**config.mk**
```make
export PLATFORM = sky130hd
export DESIGN_NAME = wb_arbiter
export DESIGN_NICKNAME = d
export VERILOG_FILES = /design/src/rtl/core_pkg.sv /design/src/rtl/wb_hold_slot.sv /design/src/rtl/wb_arbiter.sv
export SDC_FILE = /design/constraint.sdc
export NUM_CORES = 1
export LEC_CHECK = 0
export CORE_MARGIN = 2
export CORE_UTILIZATION = 47
export CTS_BUF_LIST = sky130_fd_sc_hd__clkbuf_4
export CTS_CLUSTER_SIZE = 25
export DETAILED_ROUTE_END_ITERATION = 10
export GPL_TIMING_DRIVEN = 0
export PLACE_DENSITY = 0.85
export SLEW_MARGIN = 5
export SYNTH_ARGS = -nofsm -noshare
export SYNTH_HDL_FRONTEND = slang
export SYNTH_SLANG_ARGS = --single-unit
```
**constraint.sdc**
```tcl
create_clock -name clk -period 2.7 [get_ports clk]
set_clock_uncertainty 0.1 [all_clocks]
set_input_delay 0.405 -clock clk [delete_from_list [all_inputs] [get_ports clk]]
set_output_delay 0.405 -clock clk [all_outputs]
set_load 0.01 [all_outputs]
```
**src/rtl/core_pkg.sv**
```systemverilog
// Shared writeback types: architectural widths, the held-entry record and the source id.
// No logic of its own; latency and backpressure belong to the modules that import it.
// Imported by the writeback holding slot and arbiter.
package core_pkg;

   localparam int XLEN       = 32;
   localparam int REG_ADDR_W = 5;
   localparam logic [REG_ADDR_W-1:0] ZERO_REG = '0;

   typedef struct packed {
      logic                  valid;
      logic [REG_ADDR_W-1:0] rd;
      logic [XLEN-1:0]       data;
   } wb_entry_t;

   typedef enum logic {
      SRC_LSU = 1'b0,
      SRC_ALU = 1'b1
   } wb_src_e;

endpackage

```
**src/rtl/wb_hold_slot.sv**
```systemverilog
// One-entry holding register in front of the writeback arbiter.
// Latency: an accepted result is visible as hold_vld from the next cycle.
// Backpressure: in_rdy drops while full and not granted, and whenever clear is high.
module wb_hold_slot
   import core_pkg::*;
#(
   parameter int WIDTH  = XLEN,
   parameter int ADDR_W = REG_ADDR_W
) (
   input  logic              clk,
   input  logic              reset,
   input  logic              in_vld,
   output logic              in_rdy,
   input  logic [ADDR_W-1:0] in_rd,
   input  logic [WIDTH-1:0]  in_dat,
   input  logic              grant,
   input  logic              clear,
   output logic              hold_vld,
   output logic [ADDR_W-1:0] hold_rd,
   output logic [WIDTH-1:0]  hold_dat
);

   // A granted entry leaves at this edge, so the slot can refill in the same cycle.
   assign in_rdy = !clear && (!hold_vld || grant);

   always_ff @(posedge clk or negedge reset) begin
      if (!reset) begin
         hold_vld <= 1'b0;
         hold_rd  <= '0;
         hold_dat <= '0;
      end else if (clear) begin
         hold_vld <= 1'b0;
      end else if (in_vld && in_rdy) begin
         hold_vld <= 1'b1;
         hold_rd  <= in_rd;
         hold_dat <= in_dat;
      end else if (grant) begin
         hold_vld <= 1'b0;
      end
   end

endmodule

```
**src/rtl/wb_arbiter.sv**
```systemverilog
// Writeback arbiter: ALU and LSU results into one registered regfile write, plus decode bypass.
// Latency: handshake at edge N, grant in cycle N+1, w_en in cycle N+2; forwarding is combinational.
// Backpressure: each source stalls only while its held entry waits for a grant, and during flush.
module wb_arbiter
   import core_pkg::*;
#(
   parameter int WIDTH  = XLEN,
   parameter int ADDR_W = REG_ADDR_W
) (
   input  logic              clk,
   input  logic              reset,
   input  logic              alu_valid,
   output logic              alu_ready,
   input  logic [ADDR_W-1:0] alu_rd,
   input  logic [WIDTH-1:0]  alu_data,
   input  logic              lsu_valid,
   output logic              lsu_ready,
   input  logic [ADDR_W-1:0] lsu_rd,
   input  logic [WIDTH-1:0]  lsu_data,
   input  logic              flush,
   output logic              w_en,
   output logic [ADDR_W-1:0] rd_addr,
   output logic [WIDTH-1:0]  w_data,
   input  logic [ADDR_W-1:0] fwd_addr_a,
   input  logic [ADDR_W-1:0] fwd_addr_b,
   output logic              fwd_hit_a,
   output logic [WIDTH-1:0]  fwd_data_a,
   output logic              fwd_hit_b,
   output logic [WIDTH-1:0]  fwd_data_b
);

   logic              alu_hold_vld, lsu_hold_vld;
   logic [ADDR_W-1:0] alu_hold_rd, lsu_hold_rd;
   logic [WIDTH-1:0]  alu_hold_dat, lsu_hold_dat;
   logic              gnt_alu, gnt_lsu, alu_acc, lsu_acc, contested;
   wb_src_e           gnt_src, rr_ptr, older_src;
   wb_entry_t         sel;

   wb_hold_slot #(.WIDTH(WIDTH), .ADDR_W(ADDR_W)) u_alu_slot (
      .clk      (clk),
      .reset    (reset),
      .in_vld   (alu_valid),
      .in_rdy   (alu_ready),
      .in_rd    (alu_rd),
      .in_dat   (alu_data),
      .grant    (gnt_alu),
      .clear    (flush),
      .hold_vld (alu_hold_vld),
      .hold_rd  (alu_hold_rd),
      .hold_dat (alu_hold_dat)
   );

   wb_hold_slot #(.WIDTH(WIDTH), .ADDR_W(ADDR_W)) u_lsu_slot (
      .clk      (clk),
      .reset    (reset),
      .in_vld   (lsu_valid),
      .in_rdy   (lsu_ready),
      .in_rd    (lsu_rd),
      .in_dat   (lsu_data),
      .grant    (gnt_lsu),
      .clear    (flush),
      .hold_vld (lsu_hold_vld),
      .hold_rd  (lsu_hold_rd),
      .hold_dat (lsu_hold_dat)
   );

   assign contested = alu_hold_vld && lsu_hold_vld;
   assign alu_acc   = alu_valid && alu_ready;
   assign lsu_acc   = lsu_valid && lsu_ready;

   // Same-register conflicts must commit in acceptance order, so age overrides round-robin.
   always_comb begin
      gnt_src = SRC_LSU;
      if (contested) begin
         if (alu_hold_rd == lsu_hold_rd && lsu_hold_rd != ZERO_REG)
            gnt_src = older_src;
         else
            gnt_src = rr_ptr;
      end else if (alu_hold_vld) begin
         gnt_src = SRC_ALU;
      end
   end

   assign gnt_alu = alu_hold_vld && (gnt_src == SRC_ALU);
   assign gnt_lsu = lsu_hold_vld && (gnt_src == SRC_LSU);

   always_comb begin
      sel.valid = gnt_alu || gnt_lsu;
      sel.rd    = (gnt_src == SRC_ALU) ? alu_hold_rd  : lsu_hold_rd;
      sel.data  = (gnt_src == SRC_ALU) ? alu_hold_dat : lsu_hold_dat;
   end

   // A fresh ALU entry is never older than whatever LSU entry survives this edge, and vice versa.
   always_ff @(posedge clk or negedge reset) begin
      if (!reset) begin
         rr_ptr    <= SRC_LSU;
         older_src <= SRC_LSU;
      end else if (!flush) begin
         if (contested)
            rr_ptr <= (rr_ptr == SRC_LSU) ? SRC_ALU : SRC_LSU;
         if (alu_acc)
            older_src <= SRC_LSU;
         else if (lsu_acc)
            older_src <= SRC_ALU;
      end
   end

   always_ff @(posedge clk or negedge reset) begin
      if (!reset) begin
         w_en    <= 1'b0;
         rd_addr <= '0;
         w_data  <= '0;
      end else if (flush) begin
         w_en <= 1'b0;
      end else begin
         w_en <= sel.valid && (sel.rd != ZERO_REG);
         if (sel.valid) begin
            rd_addr <= sel.rd;
            w_data  <= sel.data;
         end
      end
   end

   assign fwd_hit_a  = w_en && (rd_addr == fwd_addr_a) && (fwd_addr_a != ZERO_REG);
   assign fwd_hit_b  = w_en && (rd_addr == fwd_addr_b) && (fwd_addr_b != ZERO_REG);
   assign fwd_data_a = fwd_hit_a ? w_data : '0;
   assign fwd_data_b = fwd_hit_b ? w_data : '0;

endmodule

```
Word-level counts from Yosys, hierarchy flattened
Index checks and enable logic that the tools add are counted.

Flip-flop bits (word level): 116. Latch bits: 0. Bits in writable memories: 0. Bits in read-only memories: 0. Output and inout bits: 106. Word-level logic and storage cells: 64. Memories: 0.

Add/subtract/negate cells: 0. $mul: 0. Div/mod/pow operators: 0. Magnitude comparators: 0. Equal/unequal tests: 3. Shift operators: 0. Muxes and demuxes: 17. Bitwise gates (word level): 2. Reductions and logical operators: 31.

Operator list (number): $mux W32 (3); $reduce_bool A5 Y1 (4); $eq A5 B5 Y1 (3); $logic_and A1 B1 Y1 (13); $mux W1 (13); $reduce_and A2 Y1 (5); $reduce_bool A3 Y1 (2); $mux W5 (1); $logic_not A1 Y1 (3); $logic_or A1 B1 Y1 (3); $not A1 Y1 (2); $reduce_bool A2 Y1 (1).

Depth between registers and ports, before layout
Depth after elaboration: 11. Depth in mapped cells: 7. Mapped depth without buffers: 5.

By module
A second synthesis with hierarchy kept.

Cells, all modules: 504. Area total of the unflattened synthesis: 6075.8 um^2.

By module, submodules not included: wb_hold_slot (instances 2, cells an instance 84, area each 1589.0 um^2); wb_arbiter (instances 1, cells an instance 336, area each 2897.8 um^2).

Worst setup path after synthesis
OpenSTA, ideal clock, no wires.

Kind: reg-to-reg. From: register u_lsu_slot.hold_rd[4]. To: register u_alu_slot.hold_dat[10]. Library setup time: 0.125 ns. Arrival time: 2.077 ns. Required time: 2.475 ns. Path slack: 0.398 ns. Stages on the path, launching flop included: 7. Buffers on the path: 1. Cells stage by stage: dfrtp_1 > or2_1 > o21ai_1 > nand3_2 > a311oi_4 > buf_6 > mux2_4.

Word-level cells in the longest chain between the ends: 9. Elaborated cells on any way between the ends: 10.

RTL lines: from (decl) (RTL line wb_hold_slot.sv:19) `output logic [ADDR_W-1:0] hold_rd,`; from (signal assigned) (RTL line wb_hold_slot.sv:35) `hold_rd <= in_rd;`; $eq A5 B5 Y1 / $reduce_bool A5 Y1 (equally long branches) (RTL line wb_arbiter.sv:75) `if (alu_hold_rd == lsu_hold_rd && lsu_hold_rd != ZERO_REG)`; $logic_and A1 B1 Y1 (*) (RTL line wb_arbiter.sv:75); $mux W1 (*) (RTL line wb_arbiter.sv:75); $mux W1 (*) (RTL line wb_arbiter.sv:74) `if (contested) begin`; $logic_and A1 B1 Y1 (*) (RTL line wb_arbiter.sv:84) `assign gnt_alu = alu_hold_vld && (gnt_src == SRC_ALU);`; $logic_or A1 B1 Y1 (*) (RTL line wb_hold_slot.sv:24) `assign in_rdy = !clear && (!hold_vld || grant);`; $logic_and A1 B1 Y1 (*) (RTL line wb_hold_slot.sv:24); $logic_and A1 B1 Y1 (*) (RTL line wb_hold_slot.sv:33) `end else if (in_vld && in_rdy) begin`; $reduce_and A2 Y1 (no line) (*); to (signal assigned) (RTL line wb_hold_slot.sv:36) `hold_dat <= in_dat;`; to (decl) (RTL line wb_hold_slot.sv:20) `output logic [WIDTH-1:0] hold_dat`.

Mark *: on every way between the ends. The rest lies on a longest branch, timed or not. A chain may end at the register's enable or synchronous reset.

Worst setup path after layout
From: register rd_addr[0]. To: output fwd_data_a[21].

Word-level cells in the longest chain between the ends: 4.

RTL lines: from (decl) (RTL line wb_arbiter.sv:22) `output logic [ADDR_W-1:0] rd_addr,`; from (signal assigned) (RTL line wb_arbiter.sv:118) `rd_addr <= sel.rd;`; $eq A5 B5 Y1 (RTL line wb_arbiter.sv:124) `assign fwd_hit_a = w_en && (rd_addr == fwd_addr_a) && (fwd_addr_a != ZERO_REG);`; $logic_and A1 B1 Y1 (2 in a row) (RTL line wb_arbiter.sv:124); $mux W32 (RTL line wb_arbiter.sv:126) `assign fwd_data_a = fwd_hit_a ? w_data : '0;`; to (decl) (RTL line wb_arbiter.sv:27) `output logic [WIDTH-1:0] fwd_data_a,`.

No other way between the ends.

==> metrics.md <==
| Metric | Value |
|---|---|
| Status | `finished, violations left` |
| Failing checks | `setup timing` |
| Initial antenna violation count | `0` |
| Post-synthesis sequential area ratio | `50.23%` |
| Worst slew margin | `60.85%` |
| TritonCTS buffer count | `17` |
| Final Worst Setup Slack | `-111.5 ps` |
| Power, Total | `5.405 mW` |
| Net Sw Frac | `30.55%` |
| Largest cells by area after synthesis | `dfrtp_1 50%, mux2_2 8.6%, mux2_4 7.8%` |
| Die Ht | `114.9 microns` |
| Number of synthesized register bits | `116` |
| Post-synth top flop | `dfrtp_1` |
| Drt first-iter violations | `337` |
| Layout cells sized above 1 | `40.28%` |
| Unique masters post-synth | `38` |
| Post-DP HPWL | `12450 microns` |
| Pin count of the biggest net entering global routing | `78` |
| Total wire length | `18730 microns` |
| # setup viols final | `29` |
| Root buffer cell | `clkbuf_4` |
| Syn Nets | `600` |
| Yosys Warn Count | `0` |
| Worst path cell trace | `xnor2_1, nand3_1, nor3_4, buf_6, buf_6, buf_8, buf_6, and2_4, buf_6` |
| Filler cells | `766` |
| Post-synth top area cell | `dfrtp_1` |
| GRT overflow | `0` |
| Post-route minimum period | `2811 ps` |
| Combinational share of power | `28.1%` |
| CTS tree | `done` |
| Fraction of registers with async set/reset | `100.0%` |
| Setup crit start kind | `flip-flop` |
| Mapped cell area | `5779 sq um` |
| Cell area power density | `600.3 nW/um^2` |
| Crit path max fanout | `4` |
| Setup Crit Path Kind | `flip-flop to output pin` |
| Max frequency | `355.7 MHz` |
| Final Max Tran Viols | `0` |
| Worst slew pin tran | `587.3 ps` |
| Clock insertion delay at the later pin of the skew report | `550 ps` |
| Worst EP arrival | `2310 ps` |
| IO Count | `195` |
| Worst hold margin | `84.72 ps` |
| Syn_area_per_cell | `11.31 sq um` |
| Worst min path class | `primary input to flip-flop` |
| RSZ-0062 raised after global routing | `true` |
| Die area | `13200 sq um` |
| Post-route DRC violation count | `0` |
| H-tree depth | `4` |
| Starting density of the core | `48.11%` |
| Vias per cell | `5.711` |
| Die Width | `114.9 microns` |
| Area growth from synthesis to layout | `55.79%` |
| VDD IR max | `0.3115 mV` |
| Vias | `5254` |
| Leak | `3.861 nW` |
| CP max stage delay | `450 ps` |
| CTS Sinks | `116` |
| Most used cell, CP | `buf_6` |
| Slowest CP cell | `dfrtp_1` |
| Max cap viols | `0` |
| Period Utilization, post-route | `104.1%` |
| Pint | `3.754 mW` |
| Vias in the first global route | `5269` |
| Synthesized instance count | `511` |
| Global-route usage over all layers | `27.11%` |
| GP Congestion | `0.9250` |
| CP Data Required Time | `2190 ps` |
| Port bufs | `193` |
| First-pass GRT wire length | `27300 microns` |
| Psw | `1.651 mW` |
| Nets | `848` |
| Clock slew at reported path FFs | `100 ps` |
| Critical Path End Type | `output pin` |
| Top cell type's share of synthesized area | `50.23%` |
| Post-DRT Antenna Nets | `0` |
| Fin. Hold Viols | `0` |
| Fin util | `74.96%` |
| Clock buffer depth | `2` |
| # rows | `40` |
| Clock power share | `27.7%` |
| Core Box Area | `12010 sq um` |
| Initial DRT Pass Iterations | `5` |
| Post-synth EDFFs | `0` |
| WL/cell | `20.36 microns` |
| Reg power frac | `44.3%` |
[layout make-up]
type | count | area (sq um) | share of cell area, %
multi-input combinational | 345 | 2922 | 32.45
sequential | 116 | 2910 | 32.32
timing repair buffer | 235 | 2424 | 26.92
buffer | 40 | 216.5 | 2.404
clock inverter | 13 | 187.7 | 2.084
tap | 147 | 183.9 | 2.043
clock buffer | 19 | 142.6 | 1.584
inverter | 4 | 15.01 | 0.1668
antenna | 1 | 2.502 | 0.02779
[metrics by stage]
step           setup WS, ps  std cells  cell area [sq um]  TNS [ps]
6_report             -111.5        920               9004    -793.7
5_1_grt              -238.3        919               9001     -5854
4_1_cts              -149.5        915               8496     -2101
3_5_place_dp          -1283        852               7924    -65960
3_3_place_gp          -3187        851               7895   -429780
2_1_floorplan         398.0        511               5779         0
[cell usage after synthesis (2+ instances only)]
cell      number
buf_1          6
nor3_1         6
nor4_1         3
xnor2_1        9
xor2_1         4
a31oi_1       38
mux2_4        30
o31ai_1       37
a21oi_1        6
nand4_1       38
clkbuf_1      28
nand2_1        4
dfrtp_1      116
and2_1        64
buf_2          8
or4_1          2
nor2_1        41
nand3_1        3
mux2_2        44
inv_1          4
buf_6          3
[what timing repair did]
action | in CTS | in global routing
gates resized for setup | 337 | 122
hold buffers | 1 | 0
buffers inserted | 26 | 10
setup endpoints to repair | 98 | 115
pin swaps | 20 | 10
cloned | 4 | 2
endpoints found under the hold margin | 39 | 0
[final timing paths]
| check | from | endpoint | slack [ps] | depth (start not counted) |
|---|---|---|---|---|
| max in group asynchronous | reset | u_lsu_slot.hold_rd[2] | 1520 | 3 |
| setup reg to reg | u_lsu_slot.hold_rd[1] | u_lsu_slot.hold_dat[15] | 130 | 8 |
| min in group asynchronous | reset | w_data[22] | 240 | 2 |
| hold / removal | flush | u_alu_slot.hold_vld | 80 | 2 |
| setup / recovery | rd_addr[0] | fwd_data_a[21] | -110 | 9 |
| hold reg to reg | u_lsu_slot.hold_dat[13] | u_lsu_slot.hold_dat[13] | 420 | 1 |
[routing by layer]
metal  wire length, microns  global-route usage [%]  vias to the layer above
met3                   1278                   7.064                       38
li1                       -                       -                     2366
met4                    406                   12.61                        0
met5                      0                       0                        -
met2                   9826                   45.69                      242
met1                   7221                   32.64                     2608
[cell families (layout without fill, tap and decap cells)]
group	count (synthesis)	in the layout	synth area share, %
AO/OA/AOI/OAI	91	91	11.13
multiplexers	75	75	16.54
XOR/XNOR	13	13	1.970
flip-flops	116	116	50.23
buffers and inverters	50	311	3.832
AND/OR/NAND/NOR	166	166	16.30
other	0	1	0
[cells in the final DEF, fill, tap and decap left out, types with 5 or more instances in the layout]
cell type	count
clkbuf_1	20
o31ai_1	37
dfrtp_1	110
clkdlybuf4s50_1	123
buf_2	16
xnor2_1	5
buf_4	20
buf_6	70
dfrtp_2	6
clkinv_2	6
mux2_2	44
a31oi_1	37
nand4_1	38
bufinv_16	5
and2_1	10
nor2_1	40
and2_4	54
a21oi_1	5
mux2_4	30
buf_8	8
clkbuf_4	21
[sequential cells by signal, summed over array words and instances, names as in the netlist, 5 cells and up]
| register | count |
|---|---|
| u_alu_slot.hold_dat | 32 |
| u_lsu_slot.hold_dat | 32 |
| w_data | 32 |
| rd_addr | 5 |
| u_alu_slot.hold_rd | 5 |
| u_lsu_slot.hold_rd | 5 |
[critical path, delay by kind of cell (launching register included)]
kind	cells	cell delay, ps
buffers and inverters	5	560
flip-flops	1	450
XOR/XNOR	1	170
AND/OR/NAND/NOR	3	580
[power by group through the flow]
stage | Clock, mW | Sequential, mW | Combinational [mW]
6_report | 1.49 | 2.39 | 1.52
5_1_grt | 1.60 | 2.43 | 1.63
4_1_cts | 1.52 | 2.36 | 1.44
3_5_place_dp | 0 | 2.38 | 1.35
3_3_place_gp | 0 | 2.36 | 1.29
2_1_floorplan | 0 | 2.35 | 0.669
No activity file was read; power rests on OpenSTA's default activity.
